`src/rtl/trace_pkg.sv`:
```
// trace_pkg: state type, frame layout and header constants shared by the
// trace dump engine and its beat selector.
// Optional feature macro: TRACE_HDR_EN (prepends a header beat, shifts indices by 1).
package trace_pkg;

  typedef enum logic [1:0] {
    ST_IDLE   = 2'd0,
    ST_SEND   = 2'd1,
    ST_HALTED = 2'd2
  } trace_state_t;

  localparam int IDX_W = 6;

  localparam logic [15:0] HDR_MAGIC = 16'hA55A;

`ifdef TRACE_HDR_EN
  localparam logic [IDX_W-1:0] IDX_HDR   = 6'd0;
  localparam logic [IDX_W-1:0] IDX_PC    = 6'd1;
  localparam logic [IDX_W-1:0] IDX_INSTR = 6'd2;
  localparam logic [IDX_W-1:0] IDX_RF0   = 6'd3;
  localparam logic [IDX_W-1:0] IDX_MEM0  = 6'd35;
  localparam logic [IDX_W-1:0] IDX_MEM1  = 6'd36;
  localparam logic [IDX_W-1:0] FRAME_LEN = 6'd37;
`else
  localparam logic [IDX_W-1:0] IDX_PC    = 6'd0;
  localparam logic [IDX_W-1:0] IDX_INSTR = 6'd1;
  localparam logic [IDX_W-1:0] IDX_RF0   = 6'd2;
  localparam logic [IDX_W-1:0] IDX_MEM0  = 6'd34;
  localparam logic [IDX_W-1:0] IDX_MEM1  = 6'd35;
  localparam logic [IDX_W-1:0] FRAME_LEN = 6'd36;
`endif

  localparam logic [IDX_W-1:0] IDX_LAST = FRAME_LEN - 6'd1;

endpackage

```
`src/rtl/trace_beat_mux.sv`:
```
// trace_beat_mux: combinational selector that maps a frame beat index to its
// payload and drives the core debug read ports for that beat.
// Optional feature macro: TRACE_HDR_EN (adds the header beat source).
module trace_beat_mux
  import trace_pkg::*;
#(
  parameter logic [31:0] DM_ADDR0 = 32'h0,
  parameter logic [31:0] DM_ADDR1 = 32'h10
) (
  input  logic [IDX_W-1:0] beat_idx,
  input  logic [31:0]      pc,
  input  logic [31:0]      instr,
`ifdef TRACE_HDR_EN
  input  logic [15:0]      frame_cnt,
`endif
  input  logic [31:0]      reg_data,
  input  logic [31:0]      dm_rdata,
  output logic [4:0]       reg_sel,
  output logic [31:0]      dm_addr,
  output logic [31:0]      payload
);

  // Route the requested beat to its source; debug ports idle at 0 otherwise.
  always_comb begin
    reg_sel = '0;
    dm_addr = '0;
    payload = '0;
    if (beat_idx == IDX_PC) begin
      payload = pc;
    end else if (beat_idx == IDX_INSTR) begin
      payload = instr;
    end else if (beat_idx >= IDX_RF0 && beat_idx < IDX_MEM0) begin
      reg_sel = 5'(beat_idx - IDX_RF0);
      // x0 is architecturally zero; never trust the RF read for it.
      payload = (beat_idx == IDX_RF0) ? '0 : reg_data;
    end else if (beat_idx == IDX_MEM0) begin
      dm_addr = DM_ADDR0;
      payload = dm_rdata;
    end else if (beat_idx == IDX_MEM1) begin
      dm_addr = DM_ADDR1;
      payload = dm_rdata;
    end
`ifdef TRACE_HDR_EN
    if (beat_idx == IDX_HDR) begin
      payload = {HDR_MAGIC, frame_cnt};
    end
`endif
  end

endmodule

```
`src/rtl/trace_dump_engine.sv`:
```
// trace_dump_engine: on trigger, stalls the core and streams PC, instruction,
// x0..x31 and two data-memory words as one fixed-length valid/ready frame.
// Optional feature macro: TRACE_HDR_EN (header beat {A55A, frame_count}).
//
// state     | meaning
// ----------+-----------------------------------------------------------
// ST_IDLE   | core running, waiting for trig or halt_req
// ST_SEND   | core stalled, frame beats offered on the stream
// ST_HALTED | frame limit reached or fault dumped; stalled until reset
module trace_dump_engine
  import trace_pkg::*;
#(
  parameter int unsigned MAX_FRAMES = 1000,
  parameter logic [31:0] DM_ADDR0   = 32'h0,
  parameter logic [31:0] DM_ADDR1   = 32'h10
) (
  input  logic        clk,
  input  logic        rstn,
  input  logic        trig,
  input  logic        halt_req,
  input  logic [31:0] pc_in,
  input  logic [31:0] instr_in,
  output logic [4:0]  reg_sel,
  input  logic [31:0] reg_data,
  output logic [31:0] dm_addr,
  input  logic [31:0] dm_rdata,
  output logic        cpu_stall,
  output logic        out_valid,
  input  logic        out_ready,
  output logic [31:0] out_data,
  output logic        out_last,
  output logic        halted
);

  localparam logic [31:0] MAX_W = MAX_FRAMES;

  trace_state_t     state;
  logic [IDX_W-1:0] idx;
  logic [IDX_W-1:0] next_idx;
  logic [15:0]      frame_cnt;
  logic [15:0]      cnt_inc;
  logic             fault;
  logic             limit_hit;
  logic [31:0]      pc_lat;
  logic [31:0]      instr_lat;
  logic [31:0]      mux_pc;
  logic [31:0]      payload;

  // In IDLE the selector looks at beat 0 using the live PC so the first beat
  // is ready on the trigger edge; during SEND it looks one beat ahead.
  assign next_idx  = (state == ST_SEND) ? idx + 6'd1 : '0;
  assign mux_pc    = (state == ST_SEND) ? pc_lat : pc_in;
  assign cnt_inc   = (frame_cnt == 16'hFFFF) ? frame_cnt : frame_cnt + 16'd1;
  assign limit_hit = (MAX_W != 32'd0) && ({16'h0, cnt_inc} == MAX_W);

  trace_beat_mux #(
    .DM_ADDR0 (DM_ADDR0),
    .DM_ADDR1 (DM_ADDR1)
  ) u_beat_mux (
    .beat_idx  (next_idx),
    .pc        (mux_pc),
    .instr     (instr_lat),
`ifdef TRACE_HDR_EN
    .frame_cnt (frame_cnt),
`endif
    .reg_data  (reg_data),
    .dm_rdata  (dm_rdata),
    .reg_sel   (reg_sel),
    .dm_addr   (dm_addr),
    .payload   (payload)
  );

  // Frame sequencer: state, beat index, frame counter and registered stream outputs.
  always_ff @(posedge clk or negedge rstn) begin
    if (!rstn) begin
      state     <= ST_IDLE;
      idx       <= '0;
      frame_cnt <= '0;
      fault     <= 1'b0;
      pc_lat    <= '0;
      instr_lat <= '0;
      out_valid <= 1'b0;
      out_last  <= 1'b0;
      out_data  <= '0;
      cpu_stall <= 1'b0;
      halted    <= 1'b0;
    end else begin
      case (state)
        ST_IDLE: begin
          if (trig || halt_req) begin
            pc_lat    <= pc_in;
            instr_lat <= instr_in;
            fault     <= halt_req;
            idx       <= '0;
            out_data  <= payload;
            out_valid <= 1'b1;
            out_last  <= 1'b0;
            cpu_stall <= 1'b1;
            state     <= ST_SEND;
          end
        end
        ST_SEND: begin
          // A fault seen mid-frame is remembered; the frame still completes.
          if (halt_req) fault <= 1'b1;
          if (out_ready) begin
            if (idx == IDX_LAST) begin
              out_valid <= 1'b0;
              out_last  <= 1'b0;
              idx       <= '0;
              frame_cnt <= cnt_inc;
              if (fault || halt_req || limit_hit) begin
                state  <= ST_HALTED;
                halted <= 1'b1;
              end else begin
                state     <= ST_IDLE;
                cpu_stall <= 1'b0;
              end
            end else begin
              idx      <= next_idx;
              out_data <= payload;
              out_last <= (next_idx == IDX_LAST);
            end
          end
        end
        ST_HALTED: begin
          out_valid <= 1'b0;
          cpu_stall <= 1'b1;
          halted    <= 1'b1;
        end
        default: state <= ST_IDLE;
      endcase
    end
  end

endmodule
```
`config.mk`:
```
export PLATFORM = sky130hd
export DESIGN_NAME = trace_dump_engine
export DESIGN_NICKNAME = d
export VERILOG_FILES = /design/src/rtl/trace_pkg.sv /design/src/rtl/trace_beat_mux.sv /design/src/rtl/trace_dump_engine.sv
export SDC_FILE = /design/constraint.sdc
export NUM_CORES = 1
export LEC_CHECK = 0
export CORE_UTILIZATION = 25
export DETAILED_ROUTE_END_ITERATION = 12
export DONT_BUFFER_PORTS = 1
export SYNTH_ARGS = -nofsm -noshare
export SYNTH_HDL_FRONTEND = slang
export SYNTH_SLANG_ARGS = --single-unit
```
`constraint.sdc`:
```
create_clock -name clk -period 7.2 [get_ports clk]
set_input_delay 1.08 -clock clk [delete_from_list [all_inputs] [get_ports clk]]
set_output_delay 1.08 -clock clk [all_outputs]
set_load 0.02 [all_outputs]
```
### After elaboration in Yosys (flattened, before gate mapping)

Index checks and enable logic that the tools add are counted.

| word-level totals | value |
|---|---|
| bits in registers | 125 |
| input bits | 133 |
| output and inout port bits | 73 |
| word-level logic and storage cells | 100 |

| operators by class | value |
|---|---|
| $add $sub $neg | 3 |
| $lt $le $gt $ge | 2 |
| eq/ne operators | 16 |
| muxes and demuxes | 49 |
| bitwise operators | 1 |
| reduce and logical (&&, ||, !) cells | 18 |

Operators with widths:

| cell | count |
|---|---|
| 32-bit two-way mux | 14 |
| 32-bit case mux with 2 select lines | 1 |
| 6-bit two-way mux | 4 |
| 5-bit two-way mux | 4 |
| 6-bit == test (second input constant) | 3 |
| 16-bit by 1-bit adder with 16-bit output (second input constant) | 1 |
| 16-bit by 10-bit == test with 1-bit output (second input constant) | 1 |
| 16-bit == test (second input constant) | 1 |
| 16-bit two-way mux | 1 |
| 4-bit AND reduction | 4 |
| 1-bit two-way mux | 14 |
| 6-bit case mux with 2 select lines | 1 |
| 2-bit != test (second input constant) | 5 |
| 3-bit AND reduction | 3 |
| 2-bit two-way mux | 4 |
| 6-bit by 1-bit adder with 6-bit output (second input constant) | 1 |
| 6-bit by 1-bit == test with 1-bit output (second input constant) | 1 |
| 6-bit by 2-bit == test with 1-bit output (second input constant) | 1 |
| 6-bit by 2-bit >= comparator with 1-bit output (second input constant) | 1 |
| 6-bit zero test | 1 |
| 6-bit < comparator (second input constant) | 1 |
| 1-bit case mux with 2 select lines | 3 |
| 1-bit case mux with 3 select lines | 2 |
| 2-bit case mux with 3 select lines | 1 |
| other kinds (12) | 16 |

### Logic depth before layout (Yosys ltp)

| logic depth | value |
|---|---|
| depth in word-level cells | 11 |
| mapped depth | 12 |
| gate-level depth less buffers | 9 |

### Cells and area by module

Synthesis repeated with hierarchy kept, for this count alone.

| second synthesis, totals | value |
|---|---|
| cell total of the unflattened synthesis | 690 |
| area, all modules | 7770.0 µm² |

Modules (own cells, without submodules):

| module | times used | cells an instance | area an instance (µm²) | sequential area each (µm²) |
|---|---|---|---|---|
| trace_dump_engine | 1 | 434 | 5736.8 | 3128.0 |
| trace_beat_mux | 1 | 256 | 2033.2 | 0.0 |

### Worst setup path before layout

No wires, ideal clock.

| timing | value |
|---|---|
| path type | reg-to-output |
| start | reg state[1] |
| end | out reg_sel[3] |
| arrival | 2.242 ns |
| required time | 6.120 ns |
| slack | 3.878 ns |
| stages on the path, launching flop included | 11 |
| path buffers | 3 |
| cells stage by stage | dfrtp_1 inv_1 ha_1 buf_2 buf_1 clkbuf_1 nand2_1 ha_1 xor2_1 xnor2_1 and3_1 |

| between the ends | value |
|---|---|
| longest elaborated chain between the ends | 7 |
| elaborated cells on any way between the ends | 11 |
| those cells by class | add/sub: 1; order compare: 2; eq/ne: 2; mux: 4; reduce/logical: 2 |

RTL lines:

| element | RTL line | source |
|---|---|---|
| start: declaration | trace_dump_engine.sv:37 | `trace_state_t state;` |
| start signal: assignment | trace_dump_engine.sv:76 | `state <= ST_IDLE;` |
| start signal: assignment | trace_dump_engine.sv:99 | `state <= ST_SEND;` |
| start signal: assignment | trace_dump_engine.sv:112 | `state <= ST_HALTED;` |
| 2-bit by 1-bit == test with 1-bit output (*) | trace_dump_engine.sv:51 | `assign next_idx = (state == ST_SEND) ? idx + 6'd1 : '0;` |
| 6-bit two-way mux (*) | trace_dump_engine.sv:51 |  |
| 6-bit by 2-bit >= comparator with 1-bit output or 6-bit < comparator (tied branches) | trace_beat_mux.sv:32 | `end else if (beat_idx >= IDX_RF0 && beat_idx < IDX_MEM0) begin` |
| 1-bit logical AND | trace_beat_mux.sv:32 |  |
| 5-bit two-way mux | trace_beat_mux.sv:32 |  |
| 5-bit two-way mux | trace_beat_mux.sv:30 | `end else if (beat_idx == IDX_INSTR) begin` |
| 5-bit two-way mux (*) | trace_beat_mux.sv:28 | `if (beat_idx == IDX_PC) begin` |
| end: declaration | trace_dump_engine.sv:23 | `output logic [4:0] reg_sel,` |

Mark *: on every way between the ends. The rest lies on a longest branch, timed or not.

### Final worst setup path

| timing | value |
|---|---|
| start | reg state[1] |
| end | out reg_sel[4] |

Same word-level chain as after synthesis.

==> flow_metrics.py <==
metrics = {
    "critical_path": {
        "reg2reg_slack_ns": 3.39,
        "max_stage_delay_ns": 0.89,
        "critPathLaunchType": "register",
        "required_ns": 6.12,
        "worstSetupPathType": "register to primary output",
        "cp-end-kind": "primary output",
        "cp_max_fo": 47,
        "slowest_stage": "ha_2",
        "cpMostUsedCell": "inv_1",
        "path_cells": "inv_1, ha_2, inv_1, buf_4, a21oi_1",
        "cp.arrival_ns": 3.17,
    },
    "die": {
        "die_x_um": 169,
        "core_area_um2": 27200,
        "core.rowCount": 60,
        "die_area_um2": 28600,
        "initial_utilization_pct": 25.7,
        "die_h_um": 169,
        "pin_count": 206,
    },
    "detailed_routing": {
        "finalWirelength_mm": 20.2,
        "via_count": 5214,
        "ant_nets": 0,
        "drtIter0Drc": 361,
        "firstDrtPassIters": 7,
        "wl_per_cell_um": 18.8,
        "vias_per_cell": 4.85,
        "drc": 0,
    },
    "sta": {
        "fin_setup_tns_ns": 0,
        "timing.final.crit_share_pct": 59.1,
        "fin_ws_ns": 2.95,
        "finalHoldViolCount": 0,
        "skew_ns": 0.00822,
        "drv_slew": 0,
        "worst_slew_pin_slew_ns": 1.17,
        "rsz0062_at_grt": "no",
        "min_period_ns": 4.25,
        "fmax_mhz": 235,
        "slew-limit-headroom_pct": 22.0,
        "finalSetupViolCount": 0,
    },
    "cts": {
        "cts_root_buffer": "clkbuf_16",
        "clkTransAtPathRegs_ns": 0.06,
        "cts_made_buffers": 17,
        "htreeDepth": 4,
        "postCtsHoldBufs": 0,
        "cts_buffer_depth": 2,
        "clk_latency_ns": 0.42,
        "cts_resized": 0,
        "cts_tree": "built",
        "post_cts_buffers": 0,
        "cts_num_sinks": 125,
    },
    "power_and_ir_drop": {
        "seqPwrFrac_pct": 36.4,
        "power.density_nw_per_um2": 464,
        "fin_total_pwr_mw": 3.63,
        "internal-power_mw": 2.16,
        "p_switching_mw": 1.47,
        "switching_share_pct": 40.5,
        "ir_drop_v": 0.000249,
        "combPwrFrac_pct": 38.0,
        "clock_power_share_pct": 25.6,
        "power_leakage_nw": 3.17,
    },
    "placed_design": {
        "gp_congestion": 0.776,
        "port_buffers": 0,
        "place_ws_ns": 3.28,
        "place_hpwl_mm": 13.4,
    },
    "logic_synthesis": {
        "synth_edf_count": 0,
        "synth_area_leaders": "dfrtp_1, mux2_2, a21oi_1, a221oi_1, o21ai_2",
        "synth_area_leader_cell": "dfrtp_1",
        "syn_inst": 710,
        "ys.flop_type": "dfrtp_1",
        "synth.avg_cell_area_um2": 9.83,
        "yosysTopAreaCellShare_pct": 44.8,
        "async_reset_ff_share_pct": 100,
        "synth_seq_area_share_pct": 44.8,
        "synth-seq-cells": 125,
        "ys_types": 53,
        "yosys_warnings": 0,
        "syn_area_um2": 6980,
    },
    "cells_and_area": {
        "layout_common_cells": "dfrtp_1, a21oi_1, mux2_2",
        "nets": 830,
        "fillers": 2878,
        "layout-drive-gt1-share_pct": 20.7,
        "synthToLayoutAreaGrowth_pct": 12.1,
        "insertedDiodeCount": 0,
        "layout_commonest_cell": "dfrtp_1",
    },
    "min_path": {
        "hold_path_class": "primary input to async pin",
    },
    "global_route": {
        "grt_overflow_total": 0,
        "grt_pass1_wl_mm": 30.4,
        "grt_max_degree": 126,
        "grt_usage_pct": 14.1,
        "grt_pass1_vias": 5147,
        "grt_antenna_before_repair": 0,
    },
    "outcome": {
        "status": "completed",
    },
    "run": {
        "cap_violations": 0,
    },
}
## cells by family (layout without fill, tap and decap cells)
| kind of cell | count (synthesis) | after routing | share of synthesized area, % |
|---|---|---|---|
| simple gates | 200 | 200 | 15.0 |
| buf+inv | 117 | 79 | 8.63 |
| xor+xnor | 18 | 18 | 2.26 |
| compound gates | 173 | 173 | 16.9 |
| mux | 68 | 68 | 11.0 |
| fa+ha+maj | 8 | 8 | 1.43 |
| other cells | 1 | 31 | 0.0538 |
| flops | 125 | 125 | 44.8 |
## routing by layer
layer / vias up / share of wire (%) / GRT usage, %
met3: 28 / 8.1 / 4.79
met1: 2539 / 41 / 16.9
met2: 217 / 48 / 23.4
li1: 2430 / - / -
met4: 0 / 2.3 / 5.41
met5: - / 0 / 0
## final cells by class
class	instances	area, um2	share of cell area [%]
clock buffer	19	443	5.66
clock inverter	13	188	2.40
inverter	41	154	1.97
multi-input combinational	498	3400	43.4
sequential	125	3130	40.0
tap	372	465	5.95
timing repair buffer	6	45.0	0.576
## flip-flops by register name, summed over array words and instances (netlist names), 2 cells and up
| register | cells |
|---|---|
| frame_cnt | 16 |
| idx | 6 |
| instr_lat | 32 |
| out_data | 32 |
| pc_lat | 32 |
| state | 2 |
## worst max-delay path, delay by kind of cell, from the launching register on
kind / cells / cell delay, ns
buf+inv: 3 / 1.05
fa+ha+maj: 1 / 0.89
flops: 1 / 0.40
compound gates: 1 / 0.41
## worst paths after layout
path                                      startpoint                        end  depth (start not counted)
hold / removal                                  rstn      pc_lat[1]$_DFFE_PN0P_                          0
hold reg to reg            instr_lat[11]$_DFFE_PN0P_  instr_lat[11]$_DFFE_PN0P_                          1
min in group clk           instr_lat[11]$_DFFE_PN0P_  instr_lat[11]$_DFFE_PN0P_                          1
max in group asynchronous                       rstn   out_data[12]$_DFFE_PN0P_                          0
setup reg to reg                state[1]$_DFFE_PN0P_    out_data[0]$_DFFE_PN0P_                          9
setup / recovery                state[1]$_DFFE_PN0P_                 reg_sel[4]                          5
## cells in the mapped netlist (5+ instances only)
cell type and number:
dfrtp_1 125, a21oi_1 72, mux2_2 67, nand2_1 65
nor3_1 43, inv_1 41, or3_1 34, a221oi_1 32
buf_4 31, clkbuf_1 30, o21ai_2 30, nor2_1 14
xnor2_1 12, o21ai_0 11, ha_1 8, and2_1 7
buf_2 7, nand4_1 7, a21o_1 6, nand3_1 6
xor2_1 6, buf_6 5, nand2b_1 5
## per-stage QoR
stage          instance area [um2]  hold WS [ns]  utilization [%]  std cells
2_1_floorplan                 7090         0.465                -        740
3_3_place_gp                  7190         0.478             26.5       1042
3_5_place_dp                  7190         0.484             26.5       1042
4_1_cts                       7820         0.327             28.8       1074
5_1_grt                       7820         0.332             28.8       1074
6_report                      7820         0.363             28.8       1074
## power by group through the flow
stage	combinational, mW	sequential, mW	clock (mW)
after floorplan	1.11	1.27	0
after global placement	1.36	1.33	0
after detailed placement	1.39	1.34	0
after CTS	1.40	1.33	0.956
after global routing	1.54	1.35	0.985
final	1.38	1.32	0.930
Power figures use the tool's default switching activity.
